$ cat config.mk
export PLATFORM = sky130hd
export DESIGN_NAME = uart_tx_frame
export DESIGN_NICKNAME = d
export VERILOG_FILES = /design/src/rtl/uart_tx_frame.sv
export SDC_FILE = /design/constraint.sdc
export NUM_CORES = 1
export LEC_CHECK = 0
export ABC_AREA = 1
export CAP_MARGIN = 20
export CELL_PAD_IN_SITES_DETAIL_PLACEMENT = 1
export CELL_PAD_IN_SITES_GLOBAL_PLACEMENT = 1
export CORE_UTILIZATION = 30
export CTS_CLUSTER_SIZE = 12
export DETAILED_ROUTE_END_ITERATION = 8
export PLACE_DENSITY = 0.71
export SLEW_MARGIN = 20
export SYNTH_ARGS = -nofsm -noshare
export SYNTH_HDL_FRONTEND = slang
export SYNTH_SLANG_ARGS = --single-unit
$ cat constraint.sdc
create_clock -name clk -period 1.5 [get_ports clk]
set_input_delay 0.375 -clock clk [delete_from_list [all_inputs] [get_ports clk]]
set_output_delay 0.375 -clock clk [all_outputs]
set_load 0.01 [all_outputs]
$ cat src/rtl/uart_tx_frame.sv
`default_nettype none
// ============================================================================
// Module   : uart_tx_frame
// Purpose  : Parametrised UART transmitter with a one-entry holding register,
//            configurable data width, parity and stop bits.
// Revision : 1.0  initial release
// ============================================================================
module uart_tx_frame #(
    parameter int freq_hz   = 100_000_000,
    parameter int baudrate  = 115_200,
    parameter int data_bits = 8,
    parameter int parity    = 0,
    parameter int stop_bits = 1
) (
    input  logic                 clk,
    input  logic                 rst,
    input  logic [data_bits-1:0] idata,
    input  logic                 ivalid,
    output logic                 iready,
    output logic                 busy,
    output logic                 tx
);

    localparam int c_tpb = (freq_hz + baudrate / 2) / baudrate;
    localparam int c_cw  = $clog2(c_tpb) + 1;

    localparam logic [c_cw-1:0] c_tpb_last  = c_cw'(c_tpb - 1);
    localparam logic [3:0]      c_data_last = 4'(data_bits - 1);
    localparam logic [3:0]      c_stop_last = 4'(stop_bits - 1);
    localparam bit              c_has_par   = (parity != 0);
    localparam bit              c_odd_par   = (parity == 1);

    localparam logic [2:0] c_st_idle   = 3'd0;
    localparam logic [2:0] c_st_start  = 3'd1;
    localparam logic [2:0] c_st_data   = 3'd2;
    localparam logic [2:0] c_st_parity = 3'd3;
    localparam logic [2:0] c_st_stop   = 3'd4;

    if (c_tpb < 2) begin : g_chk_tpb
        $error("uart_tx_frame: bit period below 2 clocks");
    end
    if (data_bits < 5 || data_bits > 9) begin : g_chk_data_bits
        $error("uart_tx_frame: data_bits must be 5..9");
    end
    if (parity < 0 || parity > 2) begin : g_chk_parity
        $error("uart_tx_frame: parity must be 0, 1 or 2");
    end
    if (stop_bits != 1 && stop_bits != 2) begin : g_chk_stop_bits
        $error("uart_tx_frame: stop_bits must be 1 or 2");
    end

    logic [2:0]           r_state;
    logic [c_cw-1:0]      r_baud_cnt;
    logic [3:0]           r_bit_cnt;
    logic [data_bits-1:0] r_shift;
    logic                 r_par;
    logic                 r_tx;
    logic                 r_hold_full;
    logic [data_bits-1:0] r_hold_data;

    logic                 w_accept;
    logic                 w_bit_end;
    logic                 w_frame_end;
    logic                 w_start;
    logic [data_bits-1:0] w_src;
    logic                 w_src_par;

    assign w_accept    = ivalid && !r_hold_full;
    assign w_bit_end   = (r_baud_cnt == c_tpb_last);
    assign w_frame_end = (r_state == c_st_stop) && w_bit_end && (r_bit_cnt == c_stop_last);
    // An empty holding register lets an accepted word go straight to the shifter.
    assign w_start     = ((r_state == c_st_idle) || w_frame_end) && (r_hold_full || w_accept);
    assign w_src       = r_hold_full ? r_hold_data : idata;
    assign w_src_par   = c_odd_par ? ~(^w_src) : (^w_src);

    always_ff @(posedge clk) begin
        if (rst) begin
            r_hold_full <= 1'b0;
            r_hold_data <= '0;
        end else if (w_start && r_hold_full) begin
            r_hold_full <= 1'b0;
        end else if (w_accept && !w_start) begin
            r_hold_full <= 1'b1;
            r_hold_data <= idata;
        end
    end

    always_ff @(posedge clk) begin
        if (rst) begin
            r_state    <= c_st_idle;
            r_baud_cnt <= '0;
            r_bit_cnt  <= '0;
            r_shift    <= '0;
            r_par      <= 1'b0;
            r_tx       <= 1'b1;
        end else if (w_start) begin
            r_state    <= c_st_start;
            r_baud_cnt <= '0;
            r_bit_cnt  <= '0;
            r_shift    <= w_src;
            r_par      <= w_src_par;
            r_tx       <= 1'b0;
        end else if (r_state == c_st_idle) begin
            r_baud_cnt <= '0;
            r_tx       <= 1'b1;
        end else begin
            r_baud_cnt <= w_bit_end ? '0 : r_baud_cnt + 1'b1;
            if (w_bit_end) begin
                case (r_state)
                    c_st_start: begin
                        r_state   <= c_st_data;
                        r_bit_cnt <= '0;
                        r_tx      <= r_shift[0];
                        r_shift   <= r_shift >> 1;
                    end
                    c_st_data: begin
                        if (r_bit_cnt == c_data_last) begin
                            r_bit_cnt <= '0;
                            if (c_has_par) begin
                                r_state <= c_st_parity;
                                r_tx    <= r_par;
                            end else begin
                                r_state <= c_st_stop;
                                r_tx    <= 1'b1;
                            end
                        end else begin
                            r_bit_cnt <= r_bit_cnt + 1'b1;
                            r_tx      <= r_shift[0];
                            r_shift   <= r_shift >> 1;
                        end
                    end
                    c_st_parity: begin
                        r_state   <= c_st_stop;
                        r_bit_cnt <= '0;
                        r_tx      <= 1'b1;
                    end
                    c_st_stop: begin
                        // Last stop period with nothing queued; w_start covers the queued case.
                        if (r_bit_cnt == c_stop_last) begin
                            r_state <= c_st_idle;
                        end else begin
                            r_bit_cnt <= r_bit_cnt + 1'b1;
                        end
                        r_tx <= 1'b1;
                    end
                    default: begin
                        r_state <= c_st_idle;
                        r_tx    <= 1'b1;
                    end
                endcase
            end
        end
    end

    assign iready = !r_hold_full;
    assign busy   = (r_state != c_st_idle) || r_hold_full;
    assign tx     = r_tx;

endmodule
`default_nettype wire

---- After elaboration in Yosys (flattened, before gate mapping) ----
Index checks and enable logic that the tools add are counted.
word-level totals
  output and inout port bits .............. 3
  register bits ........................... 36
  logic and storage cells ................. 72
  memory bits (read-only) ................. 0
  bits in writable memories ............... 0
  memories ................................ 0
  input port bits ......................... 11
  bits in latches ......................... 0
operators by class
  multipliers ............................. 0
  reduce and logical (&&, ||, !) cells .... 27
  magnitude comparators ................... 0
  divide/modulo/power cells ............... 0
  add/subtract/negate cells ............... 2
  mux-type cells .......................... 20
  shift operators ......................... 0
  equal/unequal tests ..................... 13
  bitwise logic cells ..................... 2
operators with widths
  cell                   count
  $mux 8                 5
  $pmux 8 s2             1
  $reduce_and 4->1       4
  $pmux 3 s4             1
  $pmux 4 s3             1
  $reduce_bool 3->1      4
  $add 11x1->11 const B  1
  $eq 11x10->1 const B   1
  $mux 4                 2
  $mux 1                 7
  $eq 3x2->1 const B     2
  $logic_and 1x1->1      6
  $mux 3                 2
  $ne 2x2->1 const B     3
  $ne 3x3->1 const B     2
  $reduce_or 2->1        3
  $add 4x1->4 const B    1
  $eq 4x3->1 const B     1
  $logic_not 4->1        1
  $reduce_or 4->1        1
  $eq 3x1->1 const B     1
  $eq 3x3->1 const B     1
  $logic_not 3->1        1
  $logic_or 1x1->1       3
  other kinds (7)        9

---- Depth between registers and ports, before layout ----
Gate-level depths: netlist of the first run.
  depth in word-level cells ............... 8
  depth in mapped cells ................... 11
  depth with buffers taken out ............ 11

---- Least setup slack after synthesis of the first run ----
Ideal clock, no wire load.
  path kind ............................... register -> register
  from .................................... register r_baud_cnt[0]
  to ...................................... register r_bit_cnt[0]
  arrival ................................. 1.436 ns
  stages on the path, launching flop included .. 8
  slack ................................... -0.055 ns
  path buffers ............................ 1
  data required time ...................... 1.380 ns
  library setup time ...................... 0.120 ns
  clock period less this slack ............ 1.555 ns
  cells stage by stage .................... dfxtp_1 > ha_1 > nand4_2 > o21ai_4 > nand3_4 > buf_2 > o211ai_1 > nor2_1
on the way
  longest elaborated chain between the ends .. 6
  elaborated cells between the ends (all ways) .. 7
  classes of those cells .................. 1 x eq/ne; 6 x reduce/logical
RTL lines
  what                              RTL line  source
  start: declaration                53        logic [c_cw-1:0] r_baud_cnt;
  start signal: assignment          107       r_baud_cnt <= w_bit_end ? '0 : r_baud_cnt + 1'b1;
  $eq 11x10->1 (*)                  69        assign w_bit_end = (r_baud_cnt == c_tpb_last);
  $logic_and 1x1->1 (2 in series)   70        assign w_frame_end = (r_state == c_st_stop) && w_bit_end && (r_bit_cnt == c_stop_last);
  $logic_or 1x1->1                  72        assign w_start = ((r_state == c_st_idle) || w_frame_end) && (r_hold_full || w_accept);
  $logic_and 1x1->1                 72
  $reduce_or 2->1 (no source line)  -
  end signal: assignment            127       r_bit_cnt <= r_bit_cnt + 1'b1;
  end signal: assignment            142       r_bit_cnt <= r_bit_cnt + 1'b1;
  end: declaration                  54        logic [3:0] r_bit_cnt;
Every way passes the cells marked *; elsewhere a longest branch is shown, timed or not.
A chain may end at the register's enable or synchronous reset.

---- Final worst setup path of the first run ----
  from .................................... register r_baud_cnt[4]
  to ...................................... register r_shift[2]
on the way
  longest elaborated chain between the ends .. 7
  elaborated cells between the ends (all ways) .. 11
  classes of those cells .................. 3 x eq/ne; 1 x mux; 7 x reduce/logical
RTL lines
  what                                                       RTL line  source
  $eq 11x10->1 (*)                                           69
  $logic_and 1x1->1 (2 in series)                            70
  $logic_or 1x1->1                                           72
  $logic_and 1x1->1                                          72
  $ne 3x3->1 (no source line), or another cell as far along  -
  $reduce_and 4->1 (no source line)                          -
  end signal: assignment                                     100       r_shift <= w_src;
  end signal: assignment                                     114       r_shift <= r_shift >> 1;
  end signal: assignment                                     129       r_shift <= r_shift >> 1;
  end: declaration                                           55        logic [data_bits-1:0] r_shift;
Marks and branches as above.

==> results of run 1 <==
==> metal layers <==
layer / global-route usage / part of all wire / up-vias
met1: 0.225 / 0.42 / 982
li1: - / - / 981
met3: 0.0375 / 0.018 / 10
met2: 0.375 / 0.55 / 22
met5: 0 / 0 / -
met4: 0.0679 / 0.016 / 0
==> layout by cell type, fill, tap and decap left out, types with 3 or more instances in the layout <==
cell	synthesis	final
buf_4	1	44
nand2_1	50	36
dfxtp_1	36	28
a21oi_1	26	21
inv_1	23	19
nand3_2	0	14
nand3_1	29	14
nand4_1	14	14
nor2_1	22	13
nand2_2	3	11
clkdlybuf4s50_1	0	10
dfxtp_2	0	8
mux2i_1	7	7
inv_2	2	6
nor2_2	1	6
a21oi_2	1	6
clkbuf_8	0	6
buf_6	1	6
nand2_4	0	5
nor2_4	0	4
nor3_1	6	4
nand3_4	1	3
==> final cells by class <==
cell class / count / area, µm² / share of cell area
multi-input cells: 182 / 1260 / 0.438
flip-flops and latches: 36 / 731 / 0.253
repair buffers: 66 / 598 / 0.207
inverters: 27 / 105 / 0.0364
well taps: 75 / 93.8 / 0.0325
clock buffers: 6 / 82.6 / 0.0286
clock inverters: 2 / 15.0 / 0.00519
==> per-stage QoR <==
step,hold WS [ps],setup TNS [ps]
floorplan,420,0
global placement,448,-3250
detailed placement,455,-4060
CTS,468,-223
global route,492,-3360
finish,468,-1300
==> critical path: stages (launching register included) <==
cell and delay [ps]:
dfxtp_1 340, nor2_2 140, nand3_2 170, o21ai_4 230, nand3_4 220, buf_12 210, nand2_2 40, nand2_1 70
a21oi_1 160
==> cells by family after synthesis <==
group                      Yosys count  share of synthesized area
xor gates and xnor gates             2                    0.00952
buffers and inverters               34                     0.0789
DFF                                 36                      0.392
and+or+nand+nor                    131                      0.334
adders and majority gates            3                     0.0204
AOI/OAI and AO/OA                   38                      0.127
muxes                                7                     0.0381
==> Yosys cell counts <==
| cell type | number |
|---|---|
| ha_1 | 3 |
| nand3_4 | 1 |
| clkbuf_1 | 1 |
| mux2i_1 | 7 |
| nor3_1 | 6 |
| o21ai_4 | 1 |
| clkinv_1 | 1 |
| nand3_1 | 29 |
| buf_6 | 1 |
| o21ba_2 | 1 |
| o21bai_1 | 2 |
| dfxtp_1 | 36 |
| a21oi_4 | 1 |
| or2_2 | 2 |
| o211ai_1 | 2 |
| buf_4 | 1 |
| a21oi_1 | 26 |
| inv_4 | 1 |
| nor2_2 | 1 |
| a21oi_2 | 1 |
| nor2_1 | 22 |
| o21a_1 | 1 |
| nand2_2 | 3 |
| inv_2 | 2 |
| nand4_1 | 14 |
| nor3b_1 | 1 |
| nand3b_1 | 1 |
| nand4_2 | 1 |
| buf_2 | 3 |
| o21ai_0 | 3 |
| buf_1 | 1 |
| xor2_1 | 2 |
| nand2_1 | 50 |
| inv_1 | 23 |
==> state kept, by name, summed over array words and instances, names as in the netlist <==
| register | cells |
|---|---|
| r_bit_cnt | 4 |
| r_shift | 8 |
| r_baud_cnt | 11 |
| r_hold_data | 8 |
| r_hold_full | 1 |
| tx | 1 |
| r_state | 3 |
==> power breakdown <==
part | internal, W | switching [W]
Combinational | 0.000353 | 0.000402
Clock | 0.000372 | 0.000403
Sequential | 0.00102 | 0.0000366
==> final timing paths <==
kind / start / end / slack [ps]
max: r_baud_cnt[4] / r_shift[2] / -170
min: r_hold_data[2] / r_hold_data[2] / 470
max reg2reg: r_baud_cnt[4] / r_shift[2] / -170
min reg2reg: r_hold_data[2] / r_hold_data[2] / 470
==> timing repair <==
action,in CTS,in global routing
pin swaps,15,24
setup endpoints to repair,33,36
resized for setup,53,40
hold buffers,0,0
buffers inserted,8,5
cloned,2,0
==> results.md, run 1 <==
- Worst hold path class: flip-flop to flip-flop
- Peak VDD IR: slightly above 0.0004 V
- Total CTS buffers: 5
- Worst Skew: between 5 and 6 ps
- Layout cells sized above 1: 0.436
- Kind of end point of the critical path: flip-flop
- CTS H-tree lvls: 2
- Final Util: 0.488
- Crit path DAT: about 1900 ps
- Root buffer cell: clkbuf_8
- Final setup viols: 21
- Fmax: between 0.6 and 0.7 GHz
- Final wirelength: ~6300 µm
- Wire per inst: between 15 and 20 µm
- Slew @ Worst Pin: about 290 ps
- Worst Setup Path Type: flip-flop to flip-flop
- Number of global-route vias before repair: between 2000 and 2500
- Peak fanout along the critical path: 6
- Fin. max-slew vios: 0
- # DRC: 0
- Period Utilization, post-route: 1.11
- Status: complete, but fails checks
- WHS Path Cells: 2
- Synthesized net count: 265
- Clock transition at path regs: roughly 80 ps
- Minimum clock period: approximately 1700 ps
- Seq/Total Area, Yosys: 0.392
- GRT overflow: 0
- Global-route wire length before repair: 9770 µm
- Top cell type's share of synthesized area: 0.392
- IO Pins: 14
- DR pass1 iterations: 4
- Cells after synthesis: ~250
- FP Rows: 28
- Endpoints failing hold: 0
- # fillers: approximately 690
- Synth warnings: 0
- Post-DP HPWL: about 3600 µm
- Initial antenna violation count: 0
- Final nets: roughly 330
- Placed Instance Area: roughly 2300 µm²
- Top post-synthesis cells by area: dfxtp_1 (39%), nand2_1 (10%), nand3_1 (7.9%)
- DRT antenna net count: 0
- Largest area contributor in the netlist: dfxtp_1
- Pwr per Cell Area: slightly below 900 nW/µm²
- Static Leak: between 1 and 1.5 nW
- GP Congestion: between 0.7 and 0.8
- Diode count: 0
- I/O Buffers: 13
- Setup WS pre-CTS: -233 ps
- RSZ-0062 raised after global routing: true
- Max-cap viol count: 0
- Dpl cells: approximately 370
- Mapped cell area: between 1500 and 2000 µm²
- Global Route Usage Sum: 0.200
- Crit start category: flip-flop
- First-iteration detailed-routing DRC count: 74
- WP data required: between 1500 and 2000 ps
- Syn Area/Cell: about 7.3 µm²
- Yosys reg bits: 36
- Setup WS post-layout: -167 ps
- Die X: around 80 µm
- Die footprint: approximately 6500 µm²
- Initial Util: 0.311
- Final Cell Area: approximately 2900 µm²
- Die Ht: 80.3 µm
- Avg Vias per Cell: between 5 and 6
- Routed via count: between 1500 and 2000
- Failing checks: negative setup slack
- Worst skew pair latency: ~300 ps
- Clk buf depth: 2
- R2r worst-path depth: 8
- Sink Count: 36
- Largest net degree at the start of global routing: 19
- CTS tree: done
- Core area: approximately 5900 µm²
- Power Total: between 0.002 and 0.003 W
- Rel. slew slack: 0.808
- Area growth, synth to finish: 57.0%
- Cell Count, Final, Fillers Out: 394
- Netlist cell types: 34
No activity file was read; power rests on OpenSTA's default activity.
==> run 2: changes to the inputs <==
--- a/config.mk
+++ b/config.mk
@@ -12,7 +12,8 @@
 export CORE_UTILIZATION = 30
 export CTS_CLUSTER_SIZE = 12
 export DETAILED_ROUTE_END_ITERATION = 8
-export PLACE_DENSITY = 0.71
+export MAX_ROUTING_LAYER = met4
+export PLACE_DENSITY = 0.69
 export SLEW_MARGIN = 20
 export SYNTH_ARGS = -nofsm -noshare
 export SYNTH_HDL_FRONTEND = slang
==> constraint.sdc (replaced) <==
create_clock -name clk -period 1.7 [get_ports clk]
set_input_delay 0.425 -clock clk [delete_from_list [all_inputs] [get_ports clk]]
set_output_delay 0.425 -clock clk [all_outputs]
set_load 0.01 [all_outputs]
==> run 2 against run 1 <==
Against the previous run: the run now ends clean; routed wire length down 21%; largest power group is now the clock network; die area unchanged; clock power up 38%; combinational power down 31%; first-iteration DRC count up 34%; non-clock buffer count down 29; critical path type unchanged; sequential cell count unchanged; total power down 2.3%.
==> results.md, run 2 (synthesis gave the netlist of run 1 again) <==
- Final wirelength: 4990 µm (-21%)
- Largest net degree at the start of global routing: 19 (unchanged)
- WP data required: 1920 ps (+200 ps)
- GRT overflow: 0 (unchanged)
- Critical path's top delay family: simple AND/OR/NAND/NOR gates
- Slew @ Worst Pin: 389 ps (+103 ps)
- WHS Path Cells: 1 (-1)
- Core area: 5920 µm² (unchanged)
- Layout cells sized above 1: 0.235 (-0.200)
- Global-route wire length before repair: 8000 µm (-18%)
- Initial Util: 0.311 (unchanged)
- DRT antenna net count: 0 (unchanged)
- Worst hold path class: flip-flop to flip-flop
- GP Congestion: 0.770 (+0.48%)
- Rel. slew slack: 0.740 (-0.0680)
- # fillers: 735 (+6.2%)
- Peak fanout along the critical path: 8 (+2)
- Placed Instance Area: 2190 µm² (-6.7%)
- Fin. max-slew vios: 0 (unchanged)
- Max-cap viol count: 0 (unchanged)
- Worst hold start: r_baud_cnt[0]
- CTS H-tree lvls: 2 (unchanged)
- Endpoints failing hold: 0 (unchanged)
- Largest reg by FF count: r_baud_cnt
- Clock transition at path regs: 80 ps (about the same)
- First-iteration detailed-routing DRC count: 99 (+34%)
- Worst Setup Path Type: flip-flop to flip-flop
- Wire per inst: 13.7 µm (-15%)
- Total CTS buffers: 5 (unchanged)
- Worst reg2reg startpoint: r_baud_cnt[1]
- Die X: 80.3 µm (unchanged)
- IO Pins: 14 (unchanged)
- DR WL met2: 2510 µm (-28%)
- Final nets: 302 (-9.0%)
- Final setup viols: 0 (-100%)
- Most frequent cells in the layout: nand2_1 (49), dfxtp_1 (31), nand3_1 (26), a21oi_1 (25), inv_1 (20)
- Routed via count: 1821 (-8.7%)
- Clk buf depth: 2 (unchanged)
- Pwr per Cell Area: 1000 nW/µm² (+12%)
- Most used cell, CP: nand2_1
- DR pass1 iterations: 4 (unchanged)
- R2R setup slack: 40 ps (+210 ps)
- Worst skew pair latency: 290 ps (about the same)
- Kind of end point of the critical path: flip-flop
- Slowest cell on crit path: dfxtp_1
- Post-DP HPWL: 3380 µm (-5.6%)
- Global Route Usage Sum: 0.167 (-0.0336)
- Die footprint: 6450 µm² (unchanged)
- Avg Vias per Cell: 5.00 (-1.2%)
- Peak VDD IR: 0.000409 V (+0.17%)
- R2r worst-path depth: 8 (unchanged)
- WP buf/inv: 1 (unchanged)
- Minimum clock period: 1660 ps (-8.93 ps)
- Status: finished, final reports clean
- Static Leak: 1.01 nW (-12%)
- Diode count: 0 (unchanged)
- Max reg flops: 11 (unchanged)
- Final Cell Area: 2520 µm² (-13%)
- Die Ht: 80.3 µm (unchanged)
- # DRC: 0 (unchanged)
- Most common cell after layout, fill and taps aside: nand2_1
- Post-CTS Hold Fix Bufs: 0 (unchanged)
- DRT met1 WL: 2290 µm (-14%)
- Met3 routed WL: 129 µm (+13%)
- Biggest regs: r_baud_cnt x11, r_hold_data x8, r_shift x8
- Fmax: 0.603 GHz (+0.54%)
- CTS tree: done
- Crit start category: flip-flop
- Critical path origin: r_baud_cnt[1]
- Root buffer cell: clkbuf_8
- Initial antenna violation count: 0 (unchanged)
- Period Utilization, post-route: 0.975 (-0.136)
- Final Util: 0.426 (-0.0626)
- Area growth, synth to finish: 36.9%
- CP peak stage delay: 380 ps (+40 ps)
- DR top layer: met4
- Worst-path cell chain: ha_4 -> nand4_2 -> o21ai_4 -> nand3_4 -> buf_12 -> nand2_1 -> nand2_1 -> a21oi_1
- Worst Skew: 6.21 ps (+1.03 ps)
- Number of global-route vias before repair: 1734 (-18%)
- Crit path DAT: 1870 ps (-20 ps)
- Crit path depth: 8 (unchanged)
- FP Rows: 28 (unchanged)
- Sink Count: 36 (unchanged)
- I/O Buffers: 13 (unchanged)
-- run 2: cell types whose count changed in the layout (fill, tap and decap cells not counted), moves of 4 or more --
cell,previous run,this run
a21oi_2,6,2
nand3_2,14,2
nand2_1,36,49
buf_6,6,1
nand3_1,14,26
nand2_2,11,3
buf_4,44,19
nor2_1,13,18
a21oi_1,21,25
nand2_4,5,1
-- run 2: cell type report --
class | count | area [µm²] | area share
clock buffer | 5 | 68.8 | 0.0273
multi-input combinational | 181 | 1060 | 0.420
clock inverter | 3 | 90.1 | 0.0357
sequential | 36 | 727 | 0.288
timing repair buffer | 37 | 377 | 0.149
inverter | 27 | 106 | 0.0422
tap | 75 | 93.8 | 0.0372
-- run 2: worst reg2reg max path, cell delays in order, from the launching register on --
cell and delay [ps]:
dfxtp_1 380, ha_4 170, nand4_2 150, o21ai_4 210, nand3_4 200, buf_12 200
nand2_1 80, nand2_1 50, a21oi_1 140
-- run 2: worst paths after layout --
| check | end |
|---|---|
| worst max-delay path | r_shift[1] |
| worst min-delay path | r_baud_cnt[0] |
| worst max register to register | r_shift[1] |
| worst min register to register | r_baud_cnt[0] |
-- run 2: where the power goes --
part | total [W] | internal (W) | switching, W
clock network | 0.00107 | 0.000734 | 0.000339
registers | 0.000930 | 0.000898 | 0.0000328
logic | 0.000523 | 0.000254 | 0.000268
-- run 2: through the flow --
stage	TNS [ps]	cells	power [W]	hold slack (ps)	setup slack (ps)
2_1_floorplan	0	251	0.00120	418	145
3_3_place_gp	-144	352	0.00139	428	-29.4
3_5_place_dp	-783	352	0.00139	447	-73.4
4_1_cts	0	360	0.00248	458	9.25
5_1_grt	-39.7	364	0.00265	477	-26.1
6_report	0	364	0.00253	453	42.4
-- run 2: repair_timing --
item | CTS | global route
hold endpoints to repair | 0 | 0
setup endpoints to repair | 1 | 29
setup buffers | 0 | 2
pin swaps | 0 | 6
resized for setup | 4 | 28
gates cloned | 0 | 2
-- run 2: metal layers --
layer / up-vias / global-route usage
li1: 922 / -
met4: 0 / 0.0536
met2: 21 / 0.259
met1: 872 / 0.214
met5: - / -
met3: 6 / 0.0375
==> run 3: changes to the inputs <==
==> constraint.sdc (replaced) <==
create_clock -name clk -period 2.12 [get_ports clk]
set_input_delay 0.53 -clock clk [delete_from_list [all_inputs] [get_ports clk]]
set_output_delay 0.53 -clock clk [all_outputs]
set_load 0.01 [all_outputs]
==> run 3 against run 2 <==
Against the previous run: clock skew grew 1.7 ps; non-clock buffer count is 16 lower; sequential power shrank 20%; largest cell class unchanged; highest routed layer unchanged.
==> results.md, run 3 (synthesis gave the netlist of run 1 again) <==
- IO Pins: 14 (unchanged)
- FP Rows: 28 (unchanged)
- WP data required: 1590 ps (-330 ps)
- Global Route Usage Sum: 0.155 (-0.0122)
- Final wirelength: 4280 µm (-14%)
- # DRC: 0 (unchanged)
- Most frequent cells in the layout: nand2_1 (50), dfxtp_1 (33), nand3_1 (29), a21oi_1 (26), inv_1 (23)
- Setup TNS: 0 ps (unchanged)
- Die X: 80.3 µm (unchanged)
- WHS Path Cells: 1 (unchanged)
- Final setup viols: 0 (unchanged)
- Peak VDD IR: 0.000322 V (-21%)
- Clock transition at path regs: 80 ps (about the same)
- Biggest regs: r_baud_cnt x11, r_hold_data x8, r_shift x8
- I/O Buffers: 13 (unchanged)
- R2R setup slack: 320 ps (+280 ps)
- Fmax: approximately 0.49 GHz
- Worst hold slack: 446 ps (-6.63 ps)
- DRT antenna net count: 0 (unchanged)
- Switching pwr: 0.000449 W (-30%)
- RSZ-0062 raised after global routing: false
- Static Leak: 0.864 nW (-15%)
- Clk buf depth: 2 (unchanged)
- Placed Instance Area: 2100 µm² (-4.1%)
- Int Pwr: 0.00112 W (-41%)
- Net Sw Frac: 0.286 (+0.0327)
- Kind of end point of the critical path: primary output
- DR WL met2: 1960 µm (-22%)
- DRT met1 WL: 2170 µm (-5.5%)
- Reg power frac: 0.474 (+0.106)
- Sink Count: 36 (unchanged)
- Most common cell after layout, fill and taps aside: nand2_1
- DR top layer: met4
- Initial Util: 0.311 (unchanged)
- CTS tree: done
- Period Utilization, post-route: 0.954
- Final nets: 286 (-5.3%)
- GRT overflow: 0 (unchanged)
- Peak fanout along the critical path: 4 (-4)
- Global-route wire length before repair: 7510 µm (-6.0%)
- Rel. slew slack: 0.769 (+0.0297)
- Pwr per Cell Area: 716 nW/µm² (-29%)
- Number of global-route vias before repair: 1631 (-5.9%)
- Final Cell Area: 2190 µm² (-13%)
- Status: finished, final reports clean
- Clock Power Share: 0.321 (-0.104)
- Worst skew pair latency: 290 ps (about the same)
- Wire per inst: 12.3 µm (-10%)
- Initial antenna violation count: 0 (unchanged)
- Met3 routed WL: 92 µm (-29%)
- Minimum clock period: around 2000 ps
- Largest net degree at the start of global routing: 19 (unchanged)
- CTS H-tree lvls: 2 (unchanged)
- Endpoints failing hold: 0 (unchanged)
- Fin. max-slew vios: 0 (unchanged)
- Crit path DAT: 1490 ps (-380 ps)
- Total CTS buffers: 5 (unchanged)
- Die Ht: 80.3 µm (unchanged)
- Post-CTS setup buffer count: 0 (unchanged)
- Largest reg by FF count: r_baud_cnt
- Layout cells sized above 1: 0.117 (-0.118)
- Area growth, synth to finish: 19.2%
- Crit start category: flip-flop
- GP Congestion: 0.770 (unchanged)
- Worst Skew: 7.87 ps (+1.66 ps)
- Diode count: 0 (unchanged)
- DR pass1 iterations: 4 (unchanged)
- # fillers: 726 (-1.2%)
- Avg Vias per Cell: 4.83 (-3.4%)
- Routed via count: 1682 (-7.6%)
- Post-DP HPWL: 3230 µm (-4.4%)
- Core area: 5920 µm² (unchanged)
- Max-cap viol count: 0 (unchanged)
- Worst Setup Path Type: flip-flop to primary output
- R2r worst-path depth: 9 (+1)
- Root buffer cell: clkbuf_8
- First-iteration detailed-routing DRC count: 93 (-6.1%)
- Worst hold path class: flip-flop to flip-flop
- Slew @ Worst Pin: 345 ps (-44.0 ps)
- Max reg flops: 11 (unchanged)
- Die footprint: 6450 µm² (unchanged)
- Post-CTS Hold Fix Bufs: 0 (unchanged)
- Combinational power share: 0.205 (-0.002)
run 3: cell types whose count changed in the layout (fill, tap and decap cells not counted), moves of 3 or more:
| cell | previous run | this run |
|---|---|---|
| nand3_1 | 26 | 29 |
| bufinv_16 | 3 | 0 |
| nor2_2 | 4 | 0 |
| nor2_1 | 18 | 22 |
| buf_4 | 19 | 7 |
| inv_1 | 20 | 23 |
run 3: area by class of cell:
| type | count | area (µm²) | share of cell area |
|---|---|---|---|
| multi-input combinational | 181 | 980 | 0.446 |
| tap | 75 | 93.8 | 0.0428 |
| sequential | 36 | 724 | 0.330 |
| inverter | 27 | 104 | 0.0473 |
| clock buffer | 8 | 90.1 | 0.0410 |
| timing repair buffer | 21 | 203 | 0.0924 |
run 3: repair_timing:
| item | 4_1_cts | 5_1_grt |
|---|---|---|
| pin swaps | 0 | 0 |
| resized for setup | 1 | 3 |
| endpoints found under the setup margin | 1 | 1 |
| hold endpoints to repair | 0 | 0 |
run 3: power by group through the flow:
stage	Combinational, W	Sequential [W]	Clock, W
after global routing	0.000360	0.000749	0.000557
after global placement	0.000319	0.000758	0
after detailed placement	0.000323	0.000759	0
after CTS	0.000326	0.000744	0.000524
after floorplan	0.000212	0.000754	0
final	0.000322	0.000744	0.000505
run 3: layer usage:
layer / global-route usage / up-vias
met4: 0.0482 / 0
met5: - / -
met2: 0.244 / 15
met1: 0.198 / 777
li1: - / 884
met3: 0.0307 / 6
run 3: metrics by stage:
| stage | setup WS (ps) | total power [W] | util | std cells |
|---|---|---|---|---|
| floorplan | 565 | 0.000966 | - | 251 |
| global placement | 228 | 0.00108 | 0.354 | 340 |
| detailed placement | 182 | 0.00108 | 0.354 | 340 |
| CTS | 27.0 | 0.00159 | 0.370 | 348 |
| global route | 9.14 | 0.00167 | 0.371 | 348 |
| finish | 98.2 | 0.00157 | 0.371 | 348 |
run 3: worst paths after layout:
path                 startpoint            end
setup / recovery     r_state[0]           busy
hold / removal    r_baud_cnt[0]  r_baud_cnt[0]
setup reg to reg   r_bit_cnt[0]     r_shift[4]
hold reg to reg   r_baud_cnt[0]  r_baud_cnt[0]
run 3: critical path, cell delays in order (launching register included):
cell and delay, ps:
dfxtp_2 340, inv_2 70, nand2_2 90, nor2_4 150, nand2_1 70, clkdlybuf4s50_1 480
